**src/rtl/sipo_phase_scan_drp_if.sv**
```systemverilog
// DRP bus between the phase-scan initiator (master) and the measurement
// block's DRP slave port.
interface sipo_phase_scan_drp_if #(
    parameter int DRP_ABITS = 8
);
    logic                 drp_en;
    logic                 drp_we;
    logic [DRP_ABITS-1:0] drp_addr;
    logic [15:0]          drp_di;
    logic                 drp_rdy;
    logic [15:0]          drp_do;

    modport master (
        output drp_en, drp_we, drp_addr, drp_di,
        input  drp_rdy, drp_do
    );

    modport slave (
        input  drp_en, drp_we, drp_addr, drp_di,
        output drp_rdy, drp_do
    );
endinterface

```
**src/rtl/sipo_phase_scan_drp.sv**
```systemverilog
// DRP initiator for one SIPO-to-xclk phase measurement: writes the 32-bit
// data-line mask and the timer, polls the early counter until its busy MSB
// clears, then reads the late counter. Exactly one DRP transaction is ever
// outstanding; every wait on drp_rdy is bounded by RDY_TIMEOUT.
module sipo_phase_scan_drp #(
    parameter int DRP_ABITS      = 8,
    parameter int DRP_MASK_ADDR  = 0,
    parameter int DRP_TIMER_ADDR = 8,
    parameter int DRP_EARLY_ADDR = 9,
    parameter int DRP_LATE_ADDR  = 10,
    parameter int SETTLE_CYCLES  = 16,
    parameter int POLL_INTERVAL  = 8,
    parameter int RDY_TIMEOUT    = 64,
    parameter int MAX_POLLS      = 4095
) (
    input  logic                         drp_clk,
    input  logic                         drp_rst,
    input  logic                         start,
    input  logic [31:0]                  mask,
    input  logic [15:0]                  duration,
    output logic                         busy,
    output logic                         done,
    output logic                         error,
    output logic [14:0]                  early_cnt,
    output logic [14:0]                  late_cnt,
    sipo_phase_scan_drp_if.master        drp
);

    localparam int PW = $clog2(MAX_POLLS + 1);

    localparam logic [DRP_ABITS-1:0] A_M0  = DRP_ABITS'(DRP_MASK_ADDR);
    localparam logic [DRP_ABITS-1:0] A_M1  = DRP_ABITS'(DRP_MASK_ADDR + 1);
    localparam logic [DRP_ABITS-1:0] A_TMR = DRP_ABITS'(DRP_TIMER_ADDR);
    localparam logic [DRP_ABITS-1:0] A_E   = DRP_ABITS'(DRP_EARLY_ADDR);
    localparam logic [DRP_ABITS-1:0] A_L   = DRP_ABITS'(DRP_LATE_ADDR);

    typedef enum logic [3:0] {
        IDLE, WR_M0, WR_M1, WR_TMR, SETTLE, RD_E, POLL_GAP, RD_L, FIN
    } state_t;

    state_t               state, state_n;
    logic [15:0]          cnt;        // settle / poll gap / rdy timeout, restarts on every state change
    logic [PW-1:0]        poll_cnt;
    logic [31:0]          mask_q;
    logic [15:0]          dur_q;
    logic                 drp_en_q;
    logic                 tmo;
    logic                 err_set, poll_inc, early_cap, late_cap;
    logic                 we_c;
    logic [DRP_ABITS-1:0] addr_c;
    logic [15:0]          di_c;

    // States that own a DRP transaction; drp_rdy is only meaningful in these.
    function automatic logic is_txn(input state_t s);
        return (s == WR_M0) || (s == WR_M1) || (s == WR_TMR) || (s == RD_E) || (s == RD_L);
    endfunction

    assign tmo = (int'(cnt) + 1 >= RDY_TIMEOUT);

    // Next-state decode plus one-cycle side-effect strobes.
    always_comb begin
        state_n   = state;
        err_set   = 1'b0;
        poll_inc  = 1'b0;
        early_cap = 1'b0;
        late_cap  = 1'b0;
        case (state)
            IDLE:     if (start) state_n = WR_M0;
            WR_M0:    if (drp.drp_rdy) state_n = WR_M1;
                      else if (tmo) begin err_set = 1'b1; state_n = FIN; end
            WR_M1:    if (drp.drp_rdy) state_n = WR_TMR;
                      else if (tmo) begin err_set = 1'b1; state_n = FIN; end
            WR_TMR:   if (drp.drp_rdy) state_n = SETTLE;
                      else if (tmo) begin err_set = 1'b1; state_n = FIN; end
            SETTLE:   if (int'(cnt) + 1 >= SETTLE_CYCLES) state_n = RD_E;
            RD_E: begin
                if (drp.drp_rdy) begin
                    if (drp.drp_do[15]) begin
                        poll_inc = 1'b1;
                        state_n  = POLL_GAP;
                    end else begin
                        early_cap = 1'b1;
                        state_n   = RD_L;
                    end
                end else if (tmo) begin
                    err_set = 1'b1;
                    state_n = FIN;
                end
            end
            POLL_GAP: if (int'(cnt) + 1 >= POLL_INTERVAL) begin
                          if (int'(poll_cnt) >= MAX_POLLS) begin
                              err_set = 1'b1;
                              state_n = FIN;
                          end else begin
                              state_n = RD_E;
                          end
                      end
            RD_L:     if (drp.drp_rdy) begin late_cap = 1'b1; state_n = FIN; end
                      else if (tmo) begin err_set = 1'b1; state_n = FIN; end
            FIN:      state_n = IDLE;
            default:  state_n = IDLE;
        endcase
    end

    // Bus fields are a pure function of state, so they hold from drp_en until drp_rdy.
    always_comb begin
        we_c   = 1'b0;
        addr_c = '0;
        di_c   = '0;
        case (state)
            WR_M0:  begin we_c = 1'b1; addr_c = A_M0;  di_c = mask_q[15:0];  end
            WR_M1:  begin we_c = 1'b1; addr_c = A_M1;  di_c = mask_q[31:16]; end
            WR_TMR: begin we_c = 1'b1; addr_c = A_TMR; di_c = dur_q;         end
            RD_E:   addr_c = A_E;
            RD_L:   addr_c = A_L;
            default: ;
        endcase
    end

    // State, counters, latched request and captured results.
    always_ff @(posedge drp_clk) begin
        if (drp_rst) begin
            state     <= IDLE;
            cnt       <= '0;
            poll_cnt  <= '0;
            mask_q    <= '0;
            dur_q     <= '0;
            drp_en_q  <= 1'b0;
            error     <= 1'b0;
            early_cnt <= '0;
            late_cnt  <= '0;
        end else begin
            state    <= state_n;
            // One strobe on entry to each transaction state.
            drp_en_q <= is_txn(state_n) && (state_n != state);
            cnt      <= (state_n != state || state == IDLE) ? 16'd0 : cnt + 1'b1;
            if (state == IDLE && start) begin
                mask_q   <= mask;
                dur_q    <= duration;
                error    <= 1'b0;
                poll_cnt <= '0;
            end
            if (poll_inc)  poll_cnt  <= poll_cnt + 1'b1;
            if (err_set)   error     <= 1'b1;
            if (early_cap) early_cnt <= drp.drp_do[14:0];
            if (late_cap)  late_cnt  <= drp.drp_do[14:0];
        end
    end

    assign busy          = (state != IDLE) && (state != FIN);
    assign done          = (state == FIN);
    assign drp.drp_en    = drp_en_q;
    assign drp.drp_we    = we_c;
    assign drp.drp_addr  = addr_c;
    assign drp.drp_di    = di_c;

endmodule
```
**src/flat_wrapper.sv**
```systemverilog
// flat-port wrapper written by rule: the top's interface ports become plain ports
module sipo_phase_scan_drp_flat 
#(
    parameter int DRP_ABITS      = 8,
    parameter int DRP_MASK_ADDR  = 0,
    parameter int DRP_TIMER_ADDR = 8,
    parameter int DRP_EARLY_ADDR = 9,
    parameter int DRP_LATE_ADDR  = 10,
    parameter int SETTLE_CYCLES  = 16,
    parameter int POLL_INTERVAL  = 8,
    parameter int RDY_TIMEOUT    = 64,
    parameter int MAX_POLLS      = 4095
)
  (drp_clk, drp_rst, start, mask, duration, busy, done, error, early_cnt, late_cnt, drp_drp_en, drp_drp_we, drp_drp_addr, drp_drp_di, drp_drp_rdy, drp_drp_do);
  sipo_phase_scan_drp_if #(.DRP_ABITS(DRP_ABITS)) drp_i ();
  input  logic drp_clk;
  input  logic drp_rst;
  input  logic start;
  input  logic [31:0] mask;
  input  logic [15:0] duration;
  output logic busy;
  output logic done;
  output logic error;
  output logic [14:0] early_cnt;
  output logic [14:0] late_cnt;
  output wire logic [$bits(drp_i.drp_en)-1:0] drp_drp_en;
  output wire logic [$bits(drp_i.drp_we)-1:0] drp_drp_we;
  output wire logic [$bits(drp_i.drp_addr)-1:0] drp_drp_addr;
  output wire logic [$bits(drp_i.drp_di)-1:0] drp_drp_di;
  input wire logic [$bits(drp_i.drp_rdy)-1:0] drp_drp_rdy;
  input wire logic [$bits(drp_i.drp_do)-1:0] drp_drp_do;
  assign drp_drp_en = drp_i.drp_en;
  assign drp_drp_we = drp_i.drp_we;
  assign drp_drp_addr = drp_i.drp_addr;
  assign drp_drp_di = drp_i.drp_di;
  assign drp_i.drp_rdy = drp_drp_rdy;
  assign drp_i.drp_do = drp_drp_do;
  sipo_phase_scan_drp #(.DRP_ABITS(DRP_ABITS), .DRP_MASK_ADDR(DRP_MASK_ADDR), .DRP_TIMER_ADDR(DRP_TIMER_ADDR), .DRP_EARLY_ADDR(DRP_EARLY_ADDR), .DRP_LATE_ADDR(DRP_LATE_ADDR), .SETTLE_CYCLES(SETTLE_CYCLES), .POLL_INTERVAL(POLL_INTERVAL), .RDY_TIMEOUT(RDY_TIMEOUT), .MAX_POLLS(MAX_POLLS)) u_core (.drp_clk(drp_clk), .drp_rst(drp_rst), .start(start), .mask(mask), .duration(duration), .busy(busy), .done(done), .error(error), .early_cnt(early_cnt), .late_cnt(late_cnt), .drp(drp_i));
endmodule
```
**config.mk**
```make
export PLATFORM = sky130hd
export DESIGN_NAME = sipo_phase_scan_drp_flat
export DESIGN_NICKNAME = d
export VERILOG_FILES = /design/src/rtl/sipo_phase_scan_drp_if.sv /design/src/rtl/sipo_phase_scan_drp.sv /design/src/flat_wrapper.sv
export SDC_FILE = /design/constraint.sdc
export NUM_CORES = 1
export LEC_CHECK = 0
export BUFFER_PORTS_ARGS = -buffer_cell sky130_fd_sc_hd__buf_2
export CAP_MARGIN = 30
export CORE_UTILIZATION = 53
export CTS_CLUSTER_DIAMETER = 50
export DETAILED_ROUTE_END_ITERATION = 10
export MAX_ROUTING_LAYER = met4
export PLACE_DENSITY = 0.85
export SYNTH_ARGS = -nofsm -noshare
export SYNTH_HDL_FRONTEND = slang
export SYNTH_SLANG_ARGS = --single-unit
```
**constraint.sdc**
```tcl
create_clock -name drp_clk -period 3.9 [get_ports drp_clk]
set_input_delay 0.195 -clock drp_clk [delete_from_list [all_inputs] [get_ports drp_clk]]
set_output_delay 0.195 -clock drp_clk [all_outputs]
set_load 0.03 [all_outputs]
```
* Yosys cells after proc, flatten, opt, wreduce, memory -nomap -nowiden
Cells that the tools add are included.
** Word-level totals
- Word-level logic and storage cells :: 78
- Output and inout bits :: 59
- Register bits after elaboration :: 112
- Bits of input ports :: 68
** Operators by class
- Reduce and logical (&&, ||, !) cells :: 15
- Magnitude comparators :: 4
- $add $sub $neg :: 3
- Equal/unequal tests :: 15
- Mux-type cells :: 32
** Operators by type and width (number)
- $pmux W16 S3 :: 1
- $mux W4 :: 10
- $ge A32 B5 Y1 const B :: 1
- $ge A32 B6 Y1 const B :: 1
- $pmux W4 S8 :: 1
- $eq A4 B3 Y1 const B :: 6
- $mux W12 :: 2
- $add A16 B1 Y17 const B :: 1
- $ge A17 B7 Y1 const B :: 1
- $add A16 B1 Y16 const B :: 1
- $eq A4 B2 Y1 const B :: 4
- $mux W1 :: 16
- $pmux W4 S4 :: 1
- $add A12 B1 Y12 const B :: 1
- $ge A12 B12 Y1 const B :: 1
- $eq A4 B1 Y1 const B :: 2
- $logic_or A1 B1 Y1 :: 5
- $reduce_or A5 Y1 :: 1
- $eq A4 B4 Y1 const B :: 1
- $logic_not A4 Y1 :: 1
- $ne A4 B4 Y1 :: 1
- $ne A4 B4 Y1 const B :: 1
- $reduce_bool A2 Y1 :: 2
- $reduce_bool A4 Y1 :: 1
- 4 further kinds :: 6

* Depth between registers and ports, before layout
Gate-level depths: netlist (run 1).
- Word-level depth :: 11
- Gate-level depth with buffers :: 10
- Gate-level depth less buffers :: 9

* Least setup slack after synthesis (run 1)
Ideal clock, no wire load.
- Kind :: reg2reg
- Start :: register u_core.cnt[0]
- End :: register u_core.cnt[1]
- Buffers on the path :: 1
- Arrival :: 2568 ps
- Slack :: 1196 ps
- Setup time :: 136 ps
- Stages on the path, launching flop included :: 11
- Path through :: dfxtp_1 ha_1 and3_1 buf_4 nand4_1 mux2_2 nor4_2 and2_4 mux2i_2 mux2i_1 nor4b_1
** On the way
- Word-level cells in the longest chain between the ends :: 8
- Elaborated cells between the ends (all ways) :: 17
** Ends and longest elaborated chain
- start: declaration :: RTL line sipo_phase_scan_drp.sv:42 : logic [15:0] cnt;
- start signal: assignment :: RTL line sipo_phase_scan_drp.sv:136 : cnt <= (state_n != state || state == IDLE) ? 16'd0 : cnt + 1'b1;
- $add A16 B1 Y17 :: RTL line sipo_phase_scan_drp.sv:58, sipo_phase_scan_drp.sv:75, sipo_phase_scan_drp.sv:90
- $ge A17 B7 Y1 :: RTL line sipo_phase_scan_drp.sv:58 : assign tmo = (int'(cnt) + 1 >= RDY_TIMEOUT);
- $mux W4
- $mux W4, on equally long branches
- $pmux W4 S8 :: RTL line sipo_phase_scan_drp.sv:67 : case (state)
- $ne A4 B4 Y1 :: RTL line sipo_phase_scan_drp.sv:136
- $logic_or A1 B1 Y1 :: RTL line sipo_phase_scan_drp.sv:136
- $reduce_or A2 Y1 (no source line)
Parallel ways exist; a longest one is shown, timed or not.
A chain may end at the register's enable or synchronous reset.

* Worst setup path in the final report (run 1)
Ends and elaborated chain as after synthesis.

==> results of run 1 <==
-- power groups by stage --
stage	clock network, mW	registers (mW)	logic (mW)
floorplan	0	1.24	0.188
global placement	0	1.24	0.260
detailed placement	0	1.25	0.267
CTS	0.790	1.22	0.268
global route	0.832	1.23	0.299
finish	0.782	1.22	0.269
-- cell families (layout without fill, tap and decap cells) --
group	after synthesis	in the layout	synth area share, %
AOI/OAI and AO/OA	113	113	13.0
muxes	51	51	10.3
xor gates and xnor gates	11	11	1.93
and+or+nand+nor	278	278	24.8
DFF	112	112	44.8
adders and majority gates	2	2	0.500
buffers and inverters	52	151	4.53
other	1	15	0.0750
-- metal layers --
| layer | wire length (microns) | track usage, % | part of all wire (%) |
|---|---|---|---|
| met1 | 5430 | 32.8 | 45 |
| met2 | 5600 | 40.2 | 46 |
| met3 | 721 | 5.06 | 6.0 |
| met4 | 327 | 9.28 | 2.7 |
| met5 | 0 | - | 0 |
-- worst paths after layout --
check	from	end	slack, ns	cells past startpoint
setup / recovery	u_core.cnt[0]$_SDFF_PP0_	u_core.cnt[1]$_SDFF_PP0_	0.80	9
hold reg to reg	u_core.mask_q[6]$_SDFFE_PP0P_	u_core.mask_q[6]$_SDFFE_PP0P_	0.46	2
setup reg to reg	u_core.cnt[0]$_SDFF_PP0_	u_core.cnt[1]$_SDFF_PP0_	0.80	9
hold / removal	mask[6]	u_core.mask_q[6]$_SDFFE_PP0P_	0.04	3
-- worst reg2reg max path, stage by stage (launching register included) --
cell and delay, ns:
dfxtp_1 0.43, ha_1 0.27, nand3_1 0.17, or4_1 0.55
o311ai_0 0.11, nor3b_2 0.25, and2_4 0.21, mux2i_2 0.32
mux2i_1 0.52, nor4b_1 0.12
-- flip-flops by register name, summed over array words and instances (netlist names) --
| name | cells |
|---|---|
| u_core.cnt | 16 |
| u_core.drp.drp_en | 1 |
| u_core.dur_q | 16 |
| u_core.early_cnt | 15 |
| u_core.error | 1 |
| u_core.late_cnt | 15 |
| u_core.mask_q | 32 |
| u_core.poll_cnt | 12 |
| u_core.state | 4 |
-- synthesized netlist by cell type, types with 2 or more instances --
library cell and n:
dfxtp_1 112, nor4_1 6, mux2_2 2, a211oi_1 3, nor4_2 3, and3_1 5
a311oi_1 2, mux2i_1 48, xnor2_1 6, a21oi_1 76, clkbuf_1 32, nor3_1 7
nand2b_1 5, and2_1 2, ha_1 2, buf_4 8, nor2_1 92, nor3b_1 2
nand4_1 4, nand2_1 116, inv_1 6, buf_1 4, o311ai_0 2, o21ai_0 11
xor2_1 5, and4_1 3, a31oi_1 5, a21o_1 2, nor2b_1 4, nand3_1 18
a31o_2 2, or4_1 3
-- cells in the final DEF, fill, tap and decap left out, drive strengths merged, types with 4 or more instances in the layout --
master	netlist	layout
nand4	5	5
nor2	92	92
dfxtp	112	112
nand3	18	18
nand2b	5	5
xor2	5	5
mux2i	49	49
and3	5	5
buf	13	128
inv	6	9
nor2b	4	4
o21ai	12	12
nor4	9	9
a31oi	5	5
clkbuf	32	9
conb	1	15
a21oi	76	76
nand2	116	116
xnor2	6	6
nor3	7	7
-- cell type report --
type                       instances  area [sq um]
inverter                           7          26.3
clock buffer                       9           124
timing repair buffer             128           658
tap                              111           139
multi-input combinational        470          2610
sequential                       112          2240
fill                             778          3300
clock inverter                     7           101
==> out/metrics.yaml, run 1 <==
synth_top_area_share_pct: 44.8
grt_max_degree: 54
clock_latency_ns: 0.38
fin_cells: 844
final_net_count: 798
antenna_found_initial: 0
fp-row-count: 35
synth-main-ff-cell: "dfxtp_1"
drt_wl_total_microns: 12100
p_clk_share_pct: 34.4
arrival_ns: 3.35
synthTopCellsByArea: "dfxtp_1 (45%), mux2i_1 (9.6%), nand2_1 (8.7%)"
p_comb_share_pct: 11.8
wl_per_cell_microns: 14.3
vias: 4755
period_share_pct: 79.5
cts_resized: 0
clk_path_buf_depth: 2
finalSetupViolCount: 0
fin_util_pct: 64.1
synth_top_area_cell: "dfxtp_1"
worst_hold_slack_ns: 0.0370
io_buffers: 121
start_util_pct: 54.4
fmax_mhz: 323
power.switching_mw: 0.622
power_leakage_nw: 2.43
core_area_sq_mm: 0.00920
gp_congestion: 0.948
drtIter0Drc: 291
track_usage_pct: 25.6
placedInstanceArea_sq_mm: 0.00567
start_kind: "flop"
cts_buffers: 9
power.density_mw_per_mm2: 386
detail-route-antenna-nets: 0
hold_path_class: "in2reg"
netlist_instances: 620
path_buf_inv: 0
finalClockSkew_ns: 0.00914
criticalPathCategory: "reg2reg"
clock_sinks: 112
cp-end-kind: "flop"
slowest_stage: "or4_1"
setup_ws_ns: 0.800
tightest_slew_ns: 0.794
synth-seq-area-share_pct: 44.8
cp_top_family: "simple AND/OR/NAND/NOR gates"
drv_cap: 0
drtPass1Iterations: 6
ctsHoldBuffers: 0
slew_headroom_pct: 47.1
async_flop_share_pct: 0
dp_slack_ns: 0.900
postLayoutCellArea_sq_mm: 0.00590
period_needed_ns: 3.10
crit_path_cell_trace: "ha_1 > nand3_1 > or4_1 > o311ai_0 > nor3b_2 > and2_4 > mux2i_2 > mux2i_1 > nor4b_1"
tns_ns: 0
antenna_cells: 0
die_y_microns: 99.2
sequentialPowerShare_pct: 53.8
drc: 0
required_ns: 4.15
grt_pass1_wl_microns: 19600
cts.clk_slew.worst_paths_ns: 0.11
status: "completed"
finalHoldViolCount: 0
drive_above_1_share_pct: 22.0
swShare_pct: 27.3
ir_drop_v: 0.000225
p_total_mw: 2.27
synth_area_sq_mm: 0.00500
gr-total-overflow: 0
tritoncts: "built"
die_area_sq_mm: 0.00983
io_pins: 127
postSynthRegisterBits: 112
clockRootBuffer: "clkbuf_8"
dp_hpwl_microns: 8470
area_growth_pct: 17.9
synth_edf_count: 0
post-cts-setup-buffers: 0
cpPeakStageDelay_ns: 0.54
via_per_inst: 5.63
htreeDepth: 3
fp.dieW_microns: 99.2
grt_pass1_vias: 4232
syn_area_per_cell_sq_um: 8.07
synth_cell_type_count: 54
rsz0062_at_grt: "no"
dp.cells: 828
internal-power_mw: 1.65
critPathMaxFanout: 6
maxSlewViolCount: 0
ys_warn_count: 0
Power figures use the tool's default switching activity.
==> inputs of run 2 (changes only) <==
Clock period 3.9 ns to 3.2 ns, I/O delays scaled along.
==> out/metrics.yaml, run 2 (synthesis results as in run 1) <==
htreeDepth: 3  # unchanged
required_ns: 3.45  # -0.70 ns
area.sequential_sq_mm: 0.00224  # unchanged
drtPass1Iterations: 6  # unchanged
largest_register_ffs: 32  # unchanged
top_register: "u_core.mask_q"
worst_hold_slack_ns: 0.00919  # -0.0278 ns
clockRootBuffer: "clkbuf_8"
power.density_mw_per_mm2: 457  # +19%
post-cts-setup-buffers: 0  # unchanged
tns_ns: 0  # unchanged
vias: 4666  # -1.9%
grt_max_degree: 54  # unchanged
fp.dieW_microns: 99.2  # unchanged
hold_path_class: "in2reg"
cts_buffers: 9  # unchanged
cp-end-kind: "flop"
drv_cap: 0  # unchanged
reg.largest.list: "u_core.mask_q: 32 flops, u_core.cnt: 16 flops, u_core.dur_q: 16 flops"
final_common_cell: "buf_2"
drt_wl_total_microns: 12100  # +0.22%
arrival_ns: 3.24  # -0.11 ns
track_usage_pct: 25.5  # about the same
tritoncts: "built"
drive_above_1_share_pct: 22.6  # +0.66 points
final_cell_mix: "buf_2 (121), nand2_1 (116), dfxtp_1 (112), nor2_1 (92), a21oi_1 (76)"
io_buffers: 121  # unchanged
criticalPathCategory: "reg2reg"
placedInstanceArea_sq_mm: 0.00570  # +0.53%
drtIter0Drc: 303  # +4.1%
finalHoldViolCount: 0  # unchanged
slowest_stage: "or4_1"
cpPeakStageDelay_ns: 0.55  # about the same
dp_hpwl_microns: 8620  # +1.7%
period_share_pct: 93.6  # +14 points
start_kind: "flop"
crit_top_cell: "mux2i_2"
cts.clk_slew.worst_paths_ns: 0.11  # about the same
fmax_mhz: 334  # +3.5%
grt_pass1_wl_microns: 19800  # +0.67%
wl_per_cell_microns: 14.3  # -0.37%
clk_path_buf_depth: 2  # unchanged
detail-route-antenna-nets: 0  # unchanged
path_buf_inv: 0  # unchanged
slew_headroom_pct: 54.6  # +7.5 points
gp_congestion: 0.910  # -4.0%
final_net_count: 803  # +0.63%
clock_latency_ns: 0.37  # about the same
die_y_microns: 99.2  # unchanged
drc: 0  # unchanged
core_area_sq_mm: 0.00920  # unchanged
antenna_cells: 0  # unchanged
postLayoutCellArea_sq_mm: 0.00593  # +0.51%
ir_drop_v: 0.000318  # +42%
finalClockSkew_ns: 0.0113  # +0.00212 ns
maxSlewViolCount: 0  # unchanged
gr-total-overflow: 0  # unchanged
crit_path_cell_trace: "ha_1 > nand3_1 > or4_1 > o311ai_0 > nor3b_2 > and2_4 > mux2i_2 > mux2i_2 > nor4_1"
fillers: 801  # +3.0%
die_area_sq_mm: 0.00983  # unchanged
r2r_slack_ns: 0.21  # -0.59 ns
power_leakage_nw: 2.44  # +0.51%
period_needed_ns: 2.99  # -0.106 ns
clock_sinks: 112  # unchanged
critPathMaxFanout: 6  # unchanged
finalSetupViolCount: 0  # unchanged
fin_util_pct: 64.4  # +0.33 points
multi_input_area_sq_mm: 0.00261  # +0.19%
cp_top_family: "simple AND/OR/NAND/NOR gates"
fp-row-count: 35  # unchanged
via_per_inst: 5.50  # -2.4%
grt_pass1_vias: 4362  # +3.1%
io_pins: 127  # unchanged
tightest_slew_ns: 0.680  # -0.114 ns
antenna_found_initial: 0  # unchanged
status: "completed"
start_util_pct: 54.4  # unchanged
area_growth_pct: 18.5
[run 2: per-stage QoR]
step           setup WS (ns)  cells  power, mW
2_1_floorplan          0.496    634       1.74
3_3_place_gp           0.257    832       1.84
5_1_grt             -0.00231    849       2.83
3_5_place_dp           0.157    832       1.85
4_1_cts                0.141    848       2.72
6_report               0.206    849       2.71
[run 2: power by group]
| group | switching (mW) | total [mW] | internal, mW | leakage [nW] |
|---|---|---|---|---|
| combinational | 0.223 | 0.340 | 0.117 | 1.42 |
| clock | 0.506 | 0.886 | 0.380 | 0.104 |
| sequential | 0.0349 | 1.49 | 1.45 | 0.914 |
[run 2: cell type report]
type / count / share of cell area [%]
Multi-Input combinational cell: 470 / 44.1
Clock inverter: 7 / 1.46
Inverter: 7 / 0.443
Tap cell: 111 / 2.34
Timing Repair Buffer: 133 / 11.8
Clock buffer: 9 / 2.09
Sequential cell: 112 / 37.8
[run 2: what timing repair did]
item | CTS | global route
hold endpoints to repair | 0 | 1
hold buffers | 0 | 1
setup endpoints to repair | 0 | 6
resized for setup | 0 | 2
[run 2: layer usage]
layer	share of wire, %	routed length [microns]	GRT usage, %
met1	45	5400	32.4
met2	48	5800	40.8
met3	6.1	741	4.92
met4	1.4	168	9.39
met5	0	0	-
[run 2: tightest hold or removal path, cell delays in order]
cell and delay, ns:
buf_2 0.09, nand2_1 0.05, a21oi_1 0.05
[run 2: worst paths after layout]
check                          startpoint                        endpoint  depth (start not counted)
max              u_core.cnt[0]$_SDFF_PP0_        u_core.cnt[3]$_SDFF_PP0_                          9
min                              mask[20]  u_core.mask_q[20]$_SDFFE_PP0P_                          3
max reg2reg      u_core.cnt[0]$_SDFF_PP0_        u_core.cnt[3]$_SDFF_PP0_                          9
min reg2reg  u_core.dur_q[6]$_SDFFE_PP0P_    u_core.dur_q[6]$_SDFFE_PP0P_                          2
==> inputs of run 3 (changes only) <==
Settings changed: CORE_UTILIZATION 53 to 55, CTS_BUF_LIST set to sky130_fd_sc_hd__clkbuf_4, PLACE_DENSITY 0.85 to 0.87.
==> out/metrics.yaml, run 3 (synthesis results as in run 1) <==
status: "completed"
wl_met1_microns: 5800  # +7.4%
drive_above_1_share_pct: 20.5  # -2.2 points
critPathMaxFanout: 6  # unchanged
area_growth_pct: 29.4
internal-power_mw: 1.87  # -3.9%
power.switching_mw: 0.773  # +1.2%
power_leakage_nw: 2.66  # +9.0%
tritoncts: "built"
top_register: "u_core.mask_q"
p_clk_share_pct: 27.8  # -4.9 points
clock_sinks: 112  # unchanged
start_kind: "flop"
fmax_mhz: 336  # +0.54%
drtIter0Drc: 411  # +36%
maxSlewViolCount: 0  # unchanged
drtPass1Iterations: 6  # unchanged
clockRootBuffer: "clkbuf_4"
final_net_count: 862  # +7.3%
maxUsedRoutingLayer: "met4"
finalSetupViolCount: 0  # unchanged
die_y_microns: 97.4  # -1.8%
final_cell_mix: "buf_2 (121), nand2_1 (116), dfxtp_1 (112), nor2_1 (92), a21oi_1 (76)"
clk_path_buf_depth: 2  # unchanged
area.sequential_sq_mm: 0.00224  # unchanged
period_share_pct: 93.1  # -0.50 points
io_pins: 127  # unchanged
cts.clk_slew.worst_paths_ns: 0.16  # +0.05 ns
swShare_pct: 29.2  # +1.1 points
finalClockSkew_ns: 0.0266  # +0.0154 ns
core_area_sq_mm: 0.00876  # -4.7%
arrival_ns: 3.32  # +0.08 ns
tightest_slew_ns: 0.947  # +0.267 ns
p_comb_share_pct: 15.7  # +3.2 points
reg.largest.list: "u_core.mask_q: 32 flops, u_core.cnt: 16 flops, u_core.dur_q: 16 flops"
drv_cap: 0  # unchanged
power.density_mw_per_mm2: 409  # -11%
required_ns: 3.54  # +0.09 ns
gp_congestion: 0.940  # +3.3%
via_per_inst: 5.68  # +3.4%
fp-row-count: 34  # -2.9%
cp-end-kind: "flop"
period_needed_ns: 2.98  # -0.0160 ns
crit_path_cell_trace: "ha_1 > nand3_1 > or4_1 > o311ai_0 > nor3b_2 > and2_4 > mux2i_4 > mux2i_2 > nor4b_1"
io_buffers: 121  # unchanged
antenna_found_initial: 1  # +1
p_total_mw: 2.64  # -2.5%
rsz0062_at_grt: "no"
drt_wl_total_microns: 14900  # +23%
clock_latency_ns: 0.47  # +0.10 ns
fp.dieW_microns: 97.4  # -1.8%
largest_register_ffs: 32  # unchanged
detail-route-antenna-nets: 0  # unchanged
slowest_stage: "or4_1"
dp_hpwl_microns: 8510  # -1.2%
sequentialPowerShare_pct: 56.5  # +1.7 points
grt_pass1_wl_microns: 23400  # +18%
ir_drop_v: 0.000250  # -21%
wl_per_cell_microns: 16.4  # +15%
cts_buffers: 9  # unchanged
tns_ns: 0  # unchanged
finalHoldViolCount: 0  # unchanged
die_area_sq_mm: 0.00948  # -3.6%
slew_headroom_pct: 36.9  # -18 points
fillers: 638  # -20%
htreeDepth: 3  # unchanged
drc: 0  # unchanged
track_usage_pct: 31.4  # +5.8 points
multi_input_area_sq_mm: 0.00263  # +0.53%
grt_max_degree: 93  # +72%
cp_top_family: "simple AND/OR/NAND/NOR gates"
gr-total-overflow: 0  # unchanged
grt_pass1_vias: 4959  # +14%
wl_met3_microns: 1030  # +38%
cpPeakStageDelay_ns: 0.56  # about the same
met2_length_microns: 7310  # +26%
final_common_cell: "buf_2"
criticalPathCategory: "reg2reg"
path_buf_inv: 0  # unchanged
hold_path_class: "in2reg"
vias: 5148  # +10%
start_util_pct: 57.1  # +2.7 points
run 3: what timing repair did:
action                                  in CTS  in global routing
endpoints found under the hold margin       78                  0
resized for setup                            0                  3
hold buffers                                63                  0
setup buffers                                0                  0
endpoints found under the setup margin       0                  6
run 3: path summary, 6_finish.rpt:
kind                                              startpoint                           end  slack (ns)  cells past startpoint
worst max-delay path                u_core.cnt[0]$_SDFF_PP0_      u_core.cnt[1]$_SDFF_PP0_        0.22                      9
worst min-delay path                                 drp_rst  u_core.drp.drp_en$_SDFF_PP0_        0.04                      3
worst max register to register      u_core.cnt[0]$_SDFF_PP0_      u_core.cnt[1]$_SDFF_PP0_        0.22                      9
worst min register to register  u_core.dur_q[2]$_SDFFE_PP0P_  u_core.dur_q[2]$_SDFFE_PP0P_        0.47                      2
run 3: power by group through the flow:
| stage | clock, mW | combinational (mW) | sequential (mW) |
|---|---|---|---|
| floorplan | 0 | 0.229 | 1.51 |
| global placement | 0 | 0.322 | 1.52 |
| detailed placement | 0 | 0.331 | 1.52 |
| CTS | 0.720 | 0.391 | 1.49 |
| global route | 0.793 | 0.445 | 1.50 |
| finish | 0.735 | 0.414 | 1.50 |
run 3: layout make-up:
type	instances	area share, %
flip-flops and latches	112	34.6
repair buffers	192	20.0
diodes	1	0.0387
multi-input cells	470	40.6
clock inverters	6	1.06
clock buffers	10	1.16
inverters	7	0.406
well taps	108	2.09
run 3: metal layers:
layer	vias up	global-route usage, %
li1	2444	-
met1	2357	35.0
met2	276	52.8
met3	71	6.69
met4	0	16.2
met5	-	-
run 3: through the flow:
step                utilization [%]  cells  hold slack, ns  instance area [sq um]  worst slack (ns)
finish                         73.8    906          0.0427                   6470             0.222
global route                   73.8    906          0.0510                   6470            0.0155
CTS                            73.6    905          0.0309                   6450             0.153
detailed placement             64.8    826           0.409                   5680             0.175
global placement               64.8    826           0.403                   5680             0.288
floorplan                         -    634           0.296                   5050             0.496
run 3: worst min-delay path, stage by stage:
cell	delay [ns]
buf_2	0.09
inv_1	0.07
o2111a_1	0.14
